**config.mk**
```make
export PLATFORM = sky130hd
export DESIGN_NAME = addaccu_n_flat
export DESIGN_NICKNAME = d
export VERILOG_FILES = /design/src/rtl/addaccu_pkg.sv /design/src/rtl/addaccu_n_if.sv /design/src/rtl/addaccu_n_addsub_sat.sv /design/src/rtl/addaccu_n.sv /design/src/flat_wrapper.sv
export SDC_FILE = /design/constraint.sdc
export NUM_CORES = 1
export LEC_CHECK = 0
export ABC_AREA = 1
export BUFFER_PORTS_ARGS = -buffer_cell sky130_fd_sc_hd__buf_2
export CORE_ASPECT_RATIO = 0.8
export CORE_MARGIN = 3
export CORE_UTILIZATION = 30
export CTS_CLUSTER_SIZE = 8
export DETAILED_ROUTE_END_ITERATION = 8
export PLACE_DENSITY_LB_ADDON = 0.12
export SYNTH_ARGS = -nofsm -noshare
export SYNTH_HDL_FRONTEND = slang
export SYNTH_HIERARCHICAL = 1
export SYNTH_SLANG_ARGS = --single-unit
```
**constraint.sdc**
```tcl
create_clock -name ck -period 2.3 [get_ports ck]
set_clock_uncertainty 0.15 [all_clocks]
set_input_delay 0.115 -clock ck [delete_from_list [all_inputs] [get_ports ck]]
set_output_delay 0.115 -clock ck [all_outputs]
set_load 0.05 [all_outputs]
```
**src/rtl/addaccu_pkg.sv**
```systemverilog
// Shared types for the block accumulator: FSM state encoding.
package addaccu_pkg;

   typedef enum logic [1:0] {
      IDLE  = 2'd0,
      ACCUM = 2'd1,
      DONE  = 2'd2
   } state_t;

endpackage : addaccu_pkg

```
**src/rtl/addaccu_n_if.sv**
```systemverilog
// Sample-in / result-out handshake bundle for addaccu_n.
interface addaccu_n_if #(
   parameter int unsigned WIDTH = 4,
   parameter int unsigned DEPTH = 8
) ();
   localparam int unsigned CW = $clog2(DEPTH + 1);

   logic             in_valid;
   logic             in_ready;
   logic [WIDTH-1:0] a;
   logic [WIDTH-1:0] b;
   logic             sel;
   logic             sub;
   logic             in_last;
   logic             out_valid;
   logic             out_ready;
   logic [WIDTH-1:0] sum;
   logic             carry;
   logic             ovf;
   logic [CW-1:0]    count;

   // Producer/consumer side (drives samples, takes results)
   modport master (
      output in_valid, a, b, sel, sub, in_last, out_ready,
      input  in_ready, out_valid, sum, carry, ovf, count
   );

   // Accumulator side
   modport slave (
      input  in_valid, a, b, sel, sub, in_last, out_ready,
      output in_ready, out_valid, sum, carry, ovf, count
   );
endinterface : addaccu_n_if

```
**src/rtl/addaccu_n_addsub_sat.sv**
```systemverilog
// Combinational add/subtract with carry/borrow out and optional clamping.
module addsub_sat #(
   parameter int unsigned WIDTH    = 4,
   parameter bit          SATURATE = 1'b0
) (
   input  logic [WIDTH-1:0] op,
   input  logic [WIDTH-1:0] b,
   input  logic             sub,
   output logic [WIDTH-1:0] res_c,
   output logic             carry_c
);
   logic [WIDTH:0] full_c;

   // Widened add/sub; top bit is carry-out (add) or borrow (sub)
   always_comb begin
      full_c  = sub ? ({1'b0, op} - {1'b0, b}) : ({1'b0, op} + {1'b0, b});
      carry_c = full_c[WIDTH];
      res_c   = full_c[WIDTH-1:0];
      if (SATURATE && carry_c) begin
         res_c = sub ? '0 : '1;
      end
   end
endmodule : addsub_sat

```
**src/rtl/addaccu_n.sv**
```systemverilog
// Block accumulator: folds up to DEPTH samples, then holds the result until taken.
module addaccu_n
   import addaccu_pkg::*;
#(
   parameter int unsigned WIDTH    = 4,
   parameter int unsigned DEPTH    = 8,
   parameter bit          SATURATE = 1'b0
) (
   input  logic       ck,
   input  logic       rst,
   addaccu_n_if.slave bus
);
   localparam int unsigned CW = $clog2(DEPTH + 1);

   state_t           state;
   logic [WIDTH-1:0] acc;
   logic             carry;
   logic             ovf;
   logic [CW-1:0]    count;
   logic             in_ready;
   logic             out_valid;

   logic [WIDTH-1:0] operand;
   logic [WIDTH-1:0] res_c;
   logic             carry_c;
   logic [CW-1:0]    count_inc;
   logic             accept;
   logic             block_end;

   assign operand   = bus.sel ? acc : bus.a;
   assign accept    = bus.in_valid && in_ready;
   assign count_inc = count + CW'(1);
   assign block_end = (count_inc == CW'(DEPTH)) || bus.in_last;

   addsub_sat #(
      .WIDTH    (WIDTH),
      .SATURATE (SATURATE)
   ) u_addsub (
      .op      (operand),
      .b       (bus.b),
      .sub     (bus.sub),
      .res_c   (res_c),
      .carry_c (carry_c)
   );

   // Block FSM with registered datapath and handshake outputs
   always_ff @(posedge ck) begin
      if (rst) begin
         state     <= IDLE;
         acc       <= '0;
         carry     <= 1'b0;
         ovf       <= 1'b0;
         count     <= '0;
         in_ready  <= 1'b1;
         out_valid <= 1'b0;
      end else begin
         case (state)
            IDLE, ACCUM: begin
               if (accept) begin
                  acc   <= res_c;
                  carry <= carry_c;
                  ovf   <= ovf | carry_c;
                  count <= count_inc;
                  if (block_end) begin
                     state     <= DONE;
                     in_ready  <= 1'b0;
                     out_valid <= 1'b1;
                  end else begin
                     state <= ACCUM;
                  end
               end
            end
            DONE: begin
               if (bus.out_ready) begin
                  state     <= IDLE;
                  acc       <= '0;
                  carry     <= 1'b0;
                  ovf       <= 1'b0;
                  count     <= '0;
                  in_ready  <= 1'b1;
                  out_valid <= 1'b0;
               end
            end
            default: begin
               state     <= IDLE;
               in_ready  <= 1'b1;
               out_valid <= 1'b0;
            end
         endcase
      end
   end

   assign bus.sum       = acc;
   assign bus.carry     = carry;
   assign bus.ovf       = ovf;
   assign bus.count     = count;
   assign bus.in_ready  = in_ready;
   assign bus.out_valid = out_valid;
endmodule : addaccu_n

```
**src/flat_wrapper.sv**
```systemverilog
// flat-port wrapper written by rule: the top's interface ports become plain ports
module addaccu_n_flat import addaccu_pkg::*;
#(
   parameter int unsigned WIDTH    = 4,
   parameter int unsigned DEPTH    = 8,
   parameter bit          SATURATE = 1'b0
)
  (ck, rst, bus_in_valid, bus_a, bus_b, bus_sel, bus_sub, bus_in_last, bus_out_ready, bus_in_ready, bus_out_valid, bus_sum, bus_carry, bus_ovf, bus_count);
  addaccu_n_if #(.WIDTH(WIDTH), .DEPTH(DEPTH)) bus_i ();
  input  logic ck;
  input  logic rst;
  input wire logic [$bits(bus_i.in_valid)-1:0] bus_in_valid;
  input wire logic [$bits(bus_i.a)-1:0] bus_a;
  input wire logic [$bits(bus_i.b)-1:0] bus_b;
  input wire logic [$bits(bus_i.sel)-1:0] bus_sel;
  input wire logic [$bits(bus_i.sub)-1:0] bus_sub;
  input wire logic [$bits(bus_i.in_last)-1:0] bus_in_last;
  input wire logic [$bits(bus_i.out_ready)-1:0] bus_out_ready;
  output wire logic [$bits(bus_i.in_ready)-1:0] bus_in_ready;
  output wire logic [$bits(bus_i.out_valid)-1:0] bus_out_valid;
  output wire logic [$bits(bus_i.sum)-1:0] bus_sum;
  output wire logic [$bits(bus_i.carry)-1:0] bus_carry;
  output wire logic [$bits(bus_i.ovf)-1:0] bus_ovf;
  output wire logic [$bits(bus_i.count)-1:0] bus_count;
  assign bus_i.in_valid = bus_in_valid;
  assign bus_i.a = bus_a;
  assign bus_i.b = bus_b;
  assign bus_i.sel = bus_sel;
  assign bus_i.sub = bus_sub;
  assign bus_i.in_last = bus_in_last;
  assign bus_i.out_ready = bus_out_ready;
  assign bus_in_ready = bus_i.in_ready;
  assign bus_out_valid = bus_i.out_valid;
  assign bus_sum = bus_i.sum;
  assign bus_carry = bus_i.carry;
  assign bus_ovf = bus_i.ovf;
  assign bus_count = bus_i.count;
  addaccu_n #(.WIDTH(WIDTH), .DEPTH(DEPTH), .SATURATE(SATURATE)) u_core (.ck(ck), .rst(rst), .bus(bus_i));
endmodule
```
### Word-level counts from Yosys, hierarchy flattened

Cells that the tools add are included.

| storage, ports and cells | value |
|---|---|
| register bits | 14 |
| bits in latches | 0 |
| memory bits (writable) | 0 |
| ROM bits | 0 |
| input bits | 15 |
| logic and storage cells | 48 |
| memories kept | 0 |

| cells by class | value |
|---|---|
| add/sub/neg operators | 3 |
| multiply operators | 0 |
| divide/modulo/power cells | 0 |
| $lt $le $gt $ge | 0 |
| equality and inequality tests | 6 |
| shift-type cells | 0 |
| multiplexer cells | 23 |
| bitwise operators | 1 |
| reduce and logical (&&, ||, !) cells | 8 |

Operators with widths:

| kind | number |
|---|---|
| $mux W4 | 4 |
| $pmux W4 S2 | 2 |
| $mux W1 | 8 |
| $pmux W1 S2 | 4 |
| $mux W2 | 3 |
| $reduce_and A3 Y1 | 2 |
| $add A4 B4 Y5 | 1 |
| $mux W5 | 1 |
| $sub A4 B4 Y5 | 1 |
| $add A4 B1 Y4 const B | 1 |
| $eq A4 B4 Y1 const B | 1 |
| $ne A2 B1 Y1 const B | 2 |
| $pmux W2 S2 | 1 |
| $eq A2 B1 Y1 const B | 1 |
| $eq A2 B2 Y1 const B | 1 |
| $logic_not A2 Y1 | 1 |
| $ne A2 B2 Y1 const B | 1 |
| $reduce_and A2 Y1 | 1 |
| $reduce_bool A2 Y1 | 1 |
| $reduce_or A2 Y1 | 1 |
| $logic_and A1 B1 Y1 | 1 |
| $logic_or A1 B1 Y1 | 1 |
| $or A1 B1 Y1 | 1 |

### Logic depth before layout (Yosys ltp)

| depth | value |
|---|---|
| depth in word-level cells | 6 |
| gate-level depth with buffers | 14 |
| gate-level depth less buffers | 14 |

### By module

Netlist, hierarchy kept.

Modules (own cells, without submodules):

| module | instances | cells each | area an instance (sq um) | sequential area each (sq um) |
|---|---|---|---|---|
| addaccu_n | 1 | 81 | 645.6 | 280.3 |
| addsub_sat | 1 | 47 | 256.5 | 0.0 |

### Worst setup path after synthesis

Ideal clock, no wire load.

| timing | value |
|---|---|
| path kind | reg2reg |
| start | register u_core.acc[0], in the netlist u_core/bus.sum[0] |
| end | register u_core.carry, in the netlist u_core/bus.carry |
| arrival time | 1.858 ns |
| path slack | 0.221 ns |
| stages on the path, launching flop included | 13 |
| path buffers | 0 |
| cells stage by stage | dfxtp_1 -> mux2_2 -> inv_1 -> ha_1 -> inv_1 -> fa_1 -> nand2_1 -> nand2_1 -> nand2_1 -> nand2_1 -> nand2_1 -> nand2_1 -> a21oi_1 |

| on the way | value |
|---|---|
| word-level cells in the longest chain between the ends | 5 |

Ends and longest elaborated chain:

| item | RTL line | RTL |
|---|---|---|
| start, declared | addaccu_n.sv:16 | `logic [WIDTH-1:0] acc;` |
| start signal, assigned | addaccu_n.sv:60 | `acc <= res_c;` |
| $mux W4 (*) | addaccu_n.sv:30 | `assign operand = bus.sel ? acc : bus.a;` |
| net u_core.operand[0] | addaccu_n.sv:23 | `logic [WIDTH-1:0] operand;` |
| $add A4 B4 Y5 or $sub A4 B4 Y5 (tied branches) | addaccu_n_addsub_sat.sv:16 | `full_c = sub ? ({1'b0, op} - {1'b0, b}) : ({1'b0, op} + {1'b0, b});` |
| $mux W5 (*) | addaccu_n_addsub_sat.sv:16 |  |
| net u_core.carry_c | addaccu_n.sv:25 | `logic carry_c;` |
| $mux W1 (*) | addaccu_n.sv:59 | `if (accept) begin` |
| $pmux W1 S2 (*) | addaccu_n.sv:57 | `case (state)` |
| end signal, assigned | addaccu_n.sv:61 | `carry <= carry_c;` |
| end, declared | addaccu_n.sv:17 | `logic carry;` |

The timed path passes the listed nets; every way through them passes the cells marked *. The select of a mux whose other input is x is not followed.
A chain may end at the register's enable or synchronous reset.

### Final worst setup path

| timing | value |
|---|---|
| start | register u_core.acc[0], in the netlist u_core/bus.sum[0] |
| end | register u_core.ovf, in the netlist u_core/bus.ovf |

| on the way | value |
|---|---|
| word-level cells in the longest chain between the ends | 6 |

Ends and longest elaborated chain:

| item | RTL line | RTL |
|---|---|---|
| $mux W4 (*) | addaccu_n.sv:30 |  |
| net u_core.operand[0] | addaccu_n.sv:23 |  |
| $add A4 B4 Y5 or $sub A4 B4 Y5 (tied branches) | addaccu_n_addsub_sat.sv:16 |  |
| $mux W5 (*) | addaccu_n_addsub_sat.sv:16 |  |
| net u_core.carry_c | addaccu_n.sv:25 |  |
| $or A1 B1 Y1 (*) | addaccu_n.sv:62 | `ovf <= ovf \| carry_c;` |
| $mux W1 (*) | addaccu_n.sv:59 |  |
| $pmux W1 S2 (*) | addaccu_n.sv:57 |  |
| end signal, assigned | addaccu_n.sv:62 |  |
| end, declared | addaccu_n.sv:18 | `logic ovf;` |

Marked as above.

==> results.yml <==
min_path:
  hp-class: "primary input to flip-flop"
  hold_depth: 2
  worstHoldStart: "rst"
synthesis:
  avgSynthCellArea_um2: 7.05
  async_flop_share_pct: 0
  syn_area_um2: 902
  synth_edf_count: 0
  yosysUniqueCellTypes: 19
  synthFlopType: "dfxtp_1"
  yosys_warnings: 6
  netlist.area_leader.share_pct: 31.1
  yosysSeqAreaShare_pct: 31.1
  synth-seq-cells: 14
  synthCells: 128
  synth_area_leaders: "dfxtp_1 (31%), nand2_1 (13%), nand3_1 (8.9%)"
  synth_top_cell_by_area: "dfxtp_1"
  synth.net_count: 150
drt:
  drt_pass1_iterations: 4
  viasPerCell: 4.54
  routedWlPerCell_um: 10.7
  via_count: 885
  ant_nets: 0
  drc_errors: 0
  totalWireLength_um: 2090
  drt_iter0_drc: 64
setup_path:
  cp_common_cell: "nand2_1"
  worst_path_max_delay_cell: "fa_1"
  cp.required_ns: 2.32
  r2r_cells: 12
  path_cells: "mux2_2 -> inv_1 -> ha_1 -> inv_1 -> fa_1 -> nand2_1 -> nand2_1 -> nand2_1 -> nand2_1 -> nand2_1 -> nand2_1 -> a21oi_1"
  r2r-start: "u_core/bus.sum[0]"
  slowest_delay_ns: 0.39
  cp_max_fo: 3
  crit_cells: 12
  setup.worst_path.start_class: "flip-flop"
  cp.buffers_inverters: 2
  cp_data_arrival_time_ns: 2.01
  worst_setup_path_startpoint: "u_core/bus.sum[0]"
  cp_top_family: "adder cells"
  worstSetupEndpointType: "flip-flop"
  critPathKind: "flip-flop to flip-flop"
cts:
  ctsResizeCount: 0
  clock-root-buffer: "clkbuf_8"
  clkLatencyLatePin_ns: 0.24
  cts_tree: "done"
  clk_pin_slew_ns: 0.06
  cts_sinks: 14
  cts_setup_buffers: 0
  cts_buffers: 3
  cts_hold_buf: 0
  clk_path_buf_depth: 2
  cts_max_level: 1
power_and_ir_drop:
  p_seq_share_pct: 35.1
  ir_worst_vdd_mv: 0.348
  p_sw_share_pct: 38.0
  p_sw_mw: 0.316
  leakage_nw: 0.591
  comb_power_share_pct: 35.8
  clkPwrFrac_pct: 29.0
  p_int_mw: 0.516
  cellPowerDensity_nw_per_um2: 736
finish:
  final_cell_mix: "nand2_1 (32), buf_2 (26), nand3_1 (16)"
  n_antenna_cell: 0
  drive_above_1_share_pct: 29.3
  area_growth_pct: 25.4
  final_common_cell: "nand2_1"
  nets: 180
placed_design:
  dpl_worst_slack_ns: 0.318
  dp.final_hpwl_um: 1680
  place.gp.congestion: 0.792
  port_buffers: 26
timing:
  min_period_ns: 1.99
  min_period_over_period_pct: 86.4
  fin_tns_setup_ns: 0
  hold_viol_final: 0
  final_max_slew_viol_count: 0
  maxSlewHeadroom_pct: 71.5
  tightest_slew_ns: 0.423
  layout_setup_ws_ns: 0.313
  setup_viol: 0
  rsz0062_at_grt: "no"
  fmax_mhz: 503
global_route:
  antenna_found_initial: 0
  grt_pass1_wl_um: 3280
  grt_start_max_net_pins: 12
  grt_pass1_vias: 716
  overflow: 0
  track_usage_pct: 11.9
die:
  die_y_um: 55.0
  core-area_um2: 2810
  io_pins: 27
  initial_utilization_pct: 32.1
  die_w_um: 67.3
  rows: 17
  die_area_um2: 3710
run:
  maxCapViolations: 0
status:
  status: "finished, final reports clean"
metal layers:
metal / wire [um] / vias up / global-route usage, %
li1: - / 478 / -
met1: 1100 / 381 / 18.6
met2: 791 / 26 / 15.5
met3: 197 / 0 / 3.84
met4: 0 / 0 / 2.02
met5: 0 / - / 0
Yosys cell counts (2+ instances only):
library cell	count
nand3_1	16
inv_2	3
o21ai_0	5
ha_1	6
inv_1	15
nor2_1	4
xor2_1	2
a21oi_1	15
dfxtp_1	14
mux2_2	4
nand2_1	32
nand3_2	2
nand2_2	4
sequential cells by signal, summed over array words and instances, names as in the netlist:
register,count
u_core/bus.out_valid,1
u_core/bus.count,4
u_core/bus.carry,1
u_core/bus.in_ready,1
u_core/bus.ovf,1
u_core/bus.sum,4
u_core/state,2
power groups by stage:
stage	registers, mW	clock network [mW]	logic [mW]
after global routing	0.297	0.261	0.334
after detailed placement	0.298	0	0.299
final	0.292	0.242	0.298
after global placement	0.297	0	0.300
after CTS	0.293	0.248	0.301
after floorplan	0.373	0	0.152
per-stage QoR:
step | area [um^2] | std cells | power, mW | hold slack, ns | util, %
after detailed placement | 1080 | 191 | 0.597 | 0.286 | 38.3
final | 1130 | 195 | 0.832 | 0.0248 | 40.3
after global routing | 1130 | 195 | 0.892 | 0.0422 | 40.3
after CTS | 1130 | 195 | 0.842 | 0.0193 | 40.3
after floorplan | 902 | 128 | 0.525 | 0.0983 | -
after global placement | 1080 | 191 | 0.598 | 0.289 | 38.3
cell type report:
cell class / count / area (um^2)
clock buffers: 4 / 55.1
multi-input cells: 95 / 551
repair buffers: 26 / 130
fillers: 330 / 1680
inverters: 18 / 67.6
flip-flops and latches: 14 / 280
well taps: 38 / 47.5
cell families (layout without fill, tap and decap cells):
logic type,count (synthesis),in the layout,share of synthesized area (%)
AND/OR/NAND/NOR,61,61,31.5
multiplexers,4,4,4.99
adder cells (fa/ha/maj),7,7,10.5
buffers and inverters,19,48,7.90
XOR/XNOR,2,2,1.94
flip-flops,14,14,31.1
AO/OA/AOI/OAI,21,21,12.1
worst paths after layout:
| check | slack [ns] | to |
|---|---|---|
| setup reg to reg | 0.31 | u_core/bus.ovf |
| hold / removal | 0.02 | u_core/bus.out_valid |
| setup / recovery | 0.31 | u_core/bus.ovf |
| hold reg to reg | 0.32 | u_core/bus.out_valid |
Note: power is estimated with default switching activity, not from simulation.
